<file path="config.mk">
export PLATFORM = sky130hd
export DESIGN_NAME = tlb_op_seq
export DESIGN_NICKNAME = d
export VERILOG_FILES = /design/src/rtl/tlb_op_seq.sv
export SDC_FILE = /design/constraint.sdc
export NUM_CORES = 1
export LEC_CHECK = 0
export ABC_AREA = 1
export CORE_MARGIN = 2
export CORE_UTILIZATION = 40
export DETAILED_ROUTE_END_ITERATION = 10
export PLACE_DENSITY = 0.81
export SETUP_SLACK_MARGIN = 0.02
export SLEW_MARGIN = 40
export SYNTH_ARGS = -nofsm -noshare
export SYNTH_HDL_FRONTEND = slang
export SYNTH_SLANG_ARGS = --single-unit
</file>
<file path="constraint.sdc">
create_clock -name clk -period 4.6 [get_ports clk]
set_input_delay 0.46 -clock clk [delete_from_list [all_inputs] [get_ports clk]]
set_output_delay 0.46 -clock clk [all_outputs]
set_load 0.05 [all_outputs]
</file>
<file path="src/rtl/tlb_op_seq.sv">
// TLB maintenance sequencer: accepts one committed TLB op at a time from WB,
// drives the TLB array's single-cycle access ports, expands invtlb into a
// full-array scan and supplies the tlbfill replacement index.
module tlb_op_seq #(
    parameter int TLBNUM = 32,
    parameter int IDX_W  = $clog2(TLBNUM)
) (
    input  logic             clk,
    input  logic             reset,
    input  logic             req_valid,
    output logic             req_ready,
    input  logic [4:0]       req_op,
    input  logic [4:0]       req_inv_op,
    input  logic [9:0]       req_asid,
    input  logic [18:0]      req_vpn,
    input  logic [IDX_W-1:0] req_index,
    output logic             tlb_we,
    output logic [IDX_W-1:0] tlb_w_index,
    output logic             tlb_re,
    output logic             tlb_s_en,
    output logic [IDX_W-1:0] tlb_r_index,
    input  logic             srch_found,
    input  logic [IDX_W-1:0] srch_index,
    output logic             inv_check_en,
    output logic [IDX_W-1:0] inv_index,
    output logic [4:0]       inv_op,
    output logic [9:0]       inv_asid,
    output logic [18:0]      inv_vpn,
    input  logic             inv_hit,
    output logic             tlb_clr_en,
    output logic             done_valid,
    output logic             resp_found,
    output logic [IDX_W-1:0] resp_index,
    output logic             busy
);

    typedef enum logic [1:0] {S_IDLE, S_ACCESS, S_SCAN, S_DONE} state_t;
    typedef enum logic [2:0] {K_NONE, K_INV, K_WR, K_FILL, K_RD, K_SRCH} kind_t;

    localparam logic [IDX_W-1:0] LAST_IDX = IDX_W'(TLBNUM - 1);

    state_t           state, state_nxt;
    kind_t            kind_q;
    kind_t            req_kind;
    logic             accept;
    logic [IDX_W-1:0] fill_ptr;
    logic [IDX_W-1:0] fill_idx_q;
    logic [IDX_W-1:0] scan_idx;
    logic [IDX_W-1:0] idx_q;
    logic [4:0]       inv_op_q;
    logic [9:0]       asid_q;
    logic [18:0]      vpn_q;

    // Priority resolution of a possibly multi-hot op field.
    function automatic kind_t resolve_op(input logic [4:0] op);
        if (op[0])      return K_INV;
        else if (op[1]) return K_WR;
        else if (op[3]) return K_FILL;
        else if (op[2]) return K_RD;
        else if (op[4]) return K_SRCH;
        else            return K_NONE;
    endfunction

    assign req_kind = resolve_op(req_op);
    assign accept   = req_valid && (state == S_IDLE);

    assign inv_op   = inv_op_q;
    assign inv_asid = asid_q;
    assign inv_vpn  = vpn_q;

    // State register.
    always_ff @(posedge clk or posedge reset) begin
        if (reset) state <= S_IDLE;
        else       state <= state_nxt;
    end

    // Free-running replacement pointer; wraps naturally at TLBNUM.
    always_ff @(posedge clk or posedge reset) begin
        if (reset) fill_ptr <= '0;
        else       fill_ptr <= fill_ptr + 1'b1;
    end

    // Capture the resolved op and all operands on acceptance.
    always_ff @(posedge clk or posedge reset) begin
        if (reset) begin
            kind_q     <= K_NONE;
            fill_idx_q <= '0;
            idx_q      <= '0;
            inv_op_q   <= '0;
            asid_q     <= '0;
            vpn_q      <= '0;
        end else if (accept) begin
            kind_q     <= req_kind;
            fill_idx_q <= fill_ptr;
            idx_q      <= req_index;
            inv_op_q   <= req_inv_op;
            asid_q     <= req_asid;
            vpn_q      <= req_vpn;
        end
    end

    // Scan index: restarts at 0 for each invtlb and stops at the last entry.
    always_ff @(posedge clk or posedge reset) begin
        if (reset) begin
            scan_idx <= '0;
        end else if (accept && req_kind == K_INV) begin
            scan_idx <= '0;
        end else if (state == S_SCAN && scan_idx != LAST_IDX) begin
            scan_idx <= scan_idx + 1'b1;
        end
    end

    // Next-state and output decode from registered state.
    always_comb begin
        state_nxt    = state;
        req_ready    = 1'b0;
        busy         = 1'b1;
        tlb_we       = 1'b0;
        tlb_w_index  = '0;
        tlb_re       = 1'b0;
        tlb_r_index  = '0;
        tlb_s_en     = 1'b0;
        inv_check_en = 1'b0;
        inv_index    = '0;
        tlb_clr_en   = 1'b0;
        done_valid   = 1'b0;
        resp_found   = 1'b0;
        resp_index   = '0;
        case (state)
            S_IDLE: begin
                req_ready = 1'b1;
                busy      = 1'b0;
                if (req_valid) begin
                    state_nxt = (req_kind == K_INV) ? S_SCAN : S_ACCESS;
                end
            end
            S_ACCESS: begin
                case (kind_q)
                    K_WR: begin
                        tlb_we      = 1'b1;
                        tlb_w_index = idx_q;
                    end
                    K_FILL: begin
                        tlb_we      = 1'b1;
                        tlb_w_index = fill_idx_q;
                    end
                    K_RD: begin
                        tlb_re      = 1'b1;
                        tlb_r_index = idx_q;
                    end
                    K_SRCH:  tlb_s_en = 1'b1;
                    default: ;
                endcase
                state_nxt = S_DONE;
            end
            S_SCAN: begin
                inv_check_en = 1'b1;
                inv_index    = scan_idx;
                // ops 0/1 clear everything, 2..6 clear on match, >6 clear nothing
                tlb_clr_en   = (inv_op_q <= 5'd1) ||
                               ((inv_op_q >= 5'd2) && (inv_op_q <= 5'd6) && inv_hit);
                if (scan_idx == LAST_IDX) state_nxt = S_DONE;
            end
            S_DONE: begin
                done_valid = 1'b1;
                if (kind_q == K_SRCH) begin
                    resp_found = srch_found;
                    resp_index = srch_index;
                end
                state_nxt = S_IDLE;
            end
            default: state_nxt = S_IDLE;
        endcase
    end

endmodule

</file>
After elaboration in Yosys (flattened, before gate mapping). Cells that the tools add are included.

Register bits after elaboration: 59. Bits of input ports: 54. Output and inout port bits: 63.

Add/sub/neg operators: 2. Order comparisons: 3. Equal/unequal tests: 12. Multiplexer cells: 31. Reduce and logical (&&, ||, !) cells: 10.

Operator list (count): $mux W5 (8); $mux W3 (5); $mux W1 (13); $add A5 B1 Y5 const B (2); $pmux W5 S2 (1); $pmux W2 S4 (1); $eq A3 B2 Y1 const B (2); $eq A3 B3 Y1 const B (2); $mux W2 (3); $eq A5 B5 Y1 const B (1); $ge A5 B2 Y1 const B (1); $le A5 B1 Y1 const B (1); $le A5 B3 Y1 const B (1); $logic_and A1 B1 Y1 (5); $ne A5 B5 Y1 const B (1); $eq A2 B2 Y1 const B (2); $eq A3 B1 Y1 const B (1); $eq A2 B1 Y1 const B (1); $logic_not A2 Y1 (1); $ne A2 B1 Y1 const B (1); $ne A2 B2 Y1 const B (1); $reduce_and A2 Y1 (1); $reduce_bool A2 Y1 (1); $reduce_or A2 Y1 (1); $logic_or A1 B1 Y1 (1).

Logic depth before layout (Yosys ltp).
Word-level depth: 9. Gate-level depth with buffers: 10. Mapped depth without buffers: 10.

Worst setup path after synthesis. OpenSTA, ideal clock, no wires.

Kind: flip-flop to output port. From: register state[0]. To: output tlb_clr_en. Arrival: 2.046 ns. Slack: 2.094 ns. Cell stages (with the launch flop): 5. Cells stage by stage: dfrtp_1 > inv_1 > ha_1 > o211ai_1 > a21oi_1.

Cells in the longest elaborated chain, start to end: 2.

Ends and longest elaborated chain: start: declaration (line 42) `state_t state, state_nxt;`; start signal: assignment (line 74) `else state <= state_nxt;`; $eq A2 B2 Y1 (line 129) `case (state)`; $mux W1 (line 129); end: declaration (line 30) `output logic tlb_clr_en,`.

Every way passes these cells.

Final worst setup path. Ends and elaborated chain as after synthesis.

==> flow_summary.toml <==
[run_status]
status = "finished clean"

[power]
power.density_mw_per_mm2 = 716
sw_frac_of_total = 0.492
power.internal_mw = 1.50
power_frac_seq = 0.312
p_leak_nw = 2.03
power.switching_mw = 1.45
ir_worst_vdd_v = 0.000472
p_comb_frac = 0.548
p_clk_frac = 0.140

[sta]
hold_violations = 0
tightest_slew_ps = 784
max_freq_mhz = 363
fin_tns_setup_ps = 0
setup_violations = 0
fin_worst_skew_ps = 4.92
rsz0062_at_grt = "no"
finalCritPeriodShare = 0.598
period_minus_slack_ps = 2750
worst_slew_margin_rel = 0.478
slew_violations = 0
holdWs_ps = 464

[worst_setup_path]
crit_path_end_kind = "output pin"
r2r_start = "state[0]$_DFFE_PP0P_"
cp.arrival_ps = 2290
crit_type = "reg -> out"
critPathMaxFanout = 8
startpoint = "state[0]$_DFFE_PP0P_"
r2r_setup_slack_ps = 2480
critPathRequiredTime_ps = 4140
critPathLaunchType = "flop"

[flow_run]
cap_violations = 0

[global_route]
use_met3 = 0.0514
grt_start_max_net_pins = 60
gr-total-overflow = 0
grt_util_all_layers = 0.177
top_usage_layer = "met2"
grt_pass1_wl_um = 10500
global_route.usage.met1 = 0.207
grtUsageMet2 = 0.309
grt_pass1_vias = 2476
antenna_found_initial = 0

[finish]
final-instance-count-excl-fill = 539
drive_above_1_share = 0.0545
stdcell_area_sq_mm = 0.00412
utilization = 0.616
final_common_cell = "nand2_1"
syn_to_final_growth_pct = 51.4
mostFrequentLayoutCells = "142 x nand2_1, 116 x clkdlybuf4s50_1, 59 x dfrtp_1, 35 x inv_1, 26 x nor2_1"
n_antenna_cell = 0
layout.nets = 516
fill_cells = 596

[synthesis]
yosys_warnings = 0
syn_inst = 336
avgSynthCellArea_sq_um = 8.09
synth_area_leaders = "dfrtp_1 54%, nand2_1 20%, inv_1 5.0%"
syn_area_sq_mm = 0.00272
seq_area_frac_synth = 0.543
synth_seq_cells = 59
synth_fp_nets = 398
yosysUniqueCellTypes = 21
synth_top_area_share = 0.543
yosys.area.top_type = "dfrtp_1"

[place]
placed_cells_incl_taps = 522
dp.final_hpwl_um = 4560
dpl-instance-area_sq_mm = 0.00392
place.gp.congestion = 0.707
io_buffers = 116

[drt]
drcViolationCount = 0
via_per_inst = 4.62
antenna_left = 0
drt_iter0_drc = 133
dr.pass1.iters = 4
post_drt_wl_per_cell_um = 11.9
vias = 2491
wirelength_um = 6410

[cts]
cts_sinks = 59
postCtsSetupBuffers = 0
cts_tree = "yes"
clk_pin_slew_ps = 70
holdBufCountCts = 0
clk_path_buf_depth = 2
numCtsBuffers = 9
cts-root-buf = "clkbuf_8"
insertion_delay_ps = 320
cts-htree-levels = 3
cts_resized = 0

[die]
start_util = 0.407
die_h_um = 86.4
dieArea_sq_mm = 0.00747
core_sq_mm = 0.00668
pin_count = 117
die_x_um = 86.4
rows = 30

[worst_hold_path]
hold_class = "in -> async"
==> synthesized netlist by cell type <==
cell type	number
buf_2	5
nand3_1	8
inv_1	36
xor2_1	3
o21bai_1	2
o31ai_1	1
o211ai_1	1
o21ai_1	11
inv_2	4
nor3_2	1
buf_4	6
nand2_1	142
o21ai_2	1
a21oi_1	9
ha_1	8
nor2_2	1
nor2_1	26
nand2_2	2
dfrtp_1	59
o21ai_0	4
nand4_1	6
==> through the flow <==
stage               setup WS [ps]  total power [mW]
floorplan                    2090              2.02
global placement             1980              2.50
detailed placement           1930              2.54
CTS                          1810              2.97
global route                 1720              3.14
finish                       1850              2.94
==> layout make-up <==
type,instances,area (sq um),area share
Multi-Input combinational cell,226,1030,0.250
Sequential cell,59,1480,0.359
Inverter,40,150,0.0365
Timing Repair Buffer,118,1190,0.289
Clock buffer,14,163,0.0395
Tap cell,80,100,0.0243
Clock inverter,2,10.0,0.00243
==> power groups by stage <==
stage	Sequential, mW	Clock, mW	Combinational [mW]
after global placement	0.916	0	1.58
after CTS	0.917	0.425	1.63
after global routing	0.951	0.450	1.74
after floorplan	1.37	0	0.654
final	0.919	0.412	1.61
after detailed placement	0.920	0	1.62
==> cells by family after synthesis <==
logic type / after synthesis / share of synthesized area
compound gates: 29 / 0.0584
buf+inv: 51 / 0.0810
xor+xnor: 3 / 0.00967
simple gates: 186 / 0.271
flops: 59 / 0.543
fa+ha+maj: 8 / 0.0368
==> per-layer routing <==
layer,routed length (um),share of wire,vias to the layer above
li1,-,-,1260
met1,2780,0.43,1143
met2,3160,0.49,82
met3,404,0.063,6
met4,56,0.0087,0
met5,0,0,-
==> worst paths after layout <==
kind / endpoint / cells past startpoint
min in group clk: inv_vpn[9]$_DFFE_PP0N_ / 2
setup reg to reg: idx_q[2]$_DFFE_PP0N_ / 6
max in group asynchronous: scan_idx[0]$_DFFE_PP0P_ / 4
hold / removal: inv_vpn[2]$_DFFE_PP0N_ / 3
hold reg to reg: inv_vpn[9]$_DFFE_PP0N_ / 2
setup / recovery: tlb_clr_en / 5
==> critical path: stages (launching register included) <==
cell and delay, ps:
dfrtp_1 410, inv_1 120, ha_1 350, o211ai_1 150, a21oi_1 130, clkdlybuf4s50_1 820
==> flip-flops by register name, summed over array words and instances (netlist names) <==
register	cells
inv_vpn	19
inv_asid	10
fill_idx_q	5
fill_ptr	5
idx_q	5
inv_op	5
scan_idx	5
kind_q	3
state	2
(Power assumes the default switching activity.)
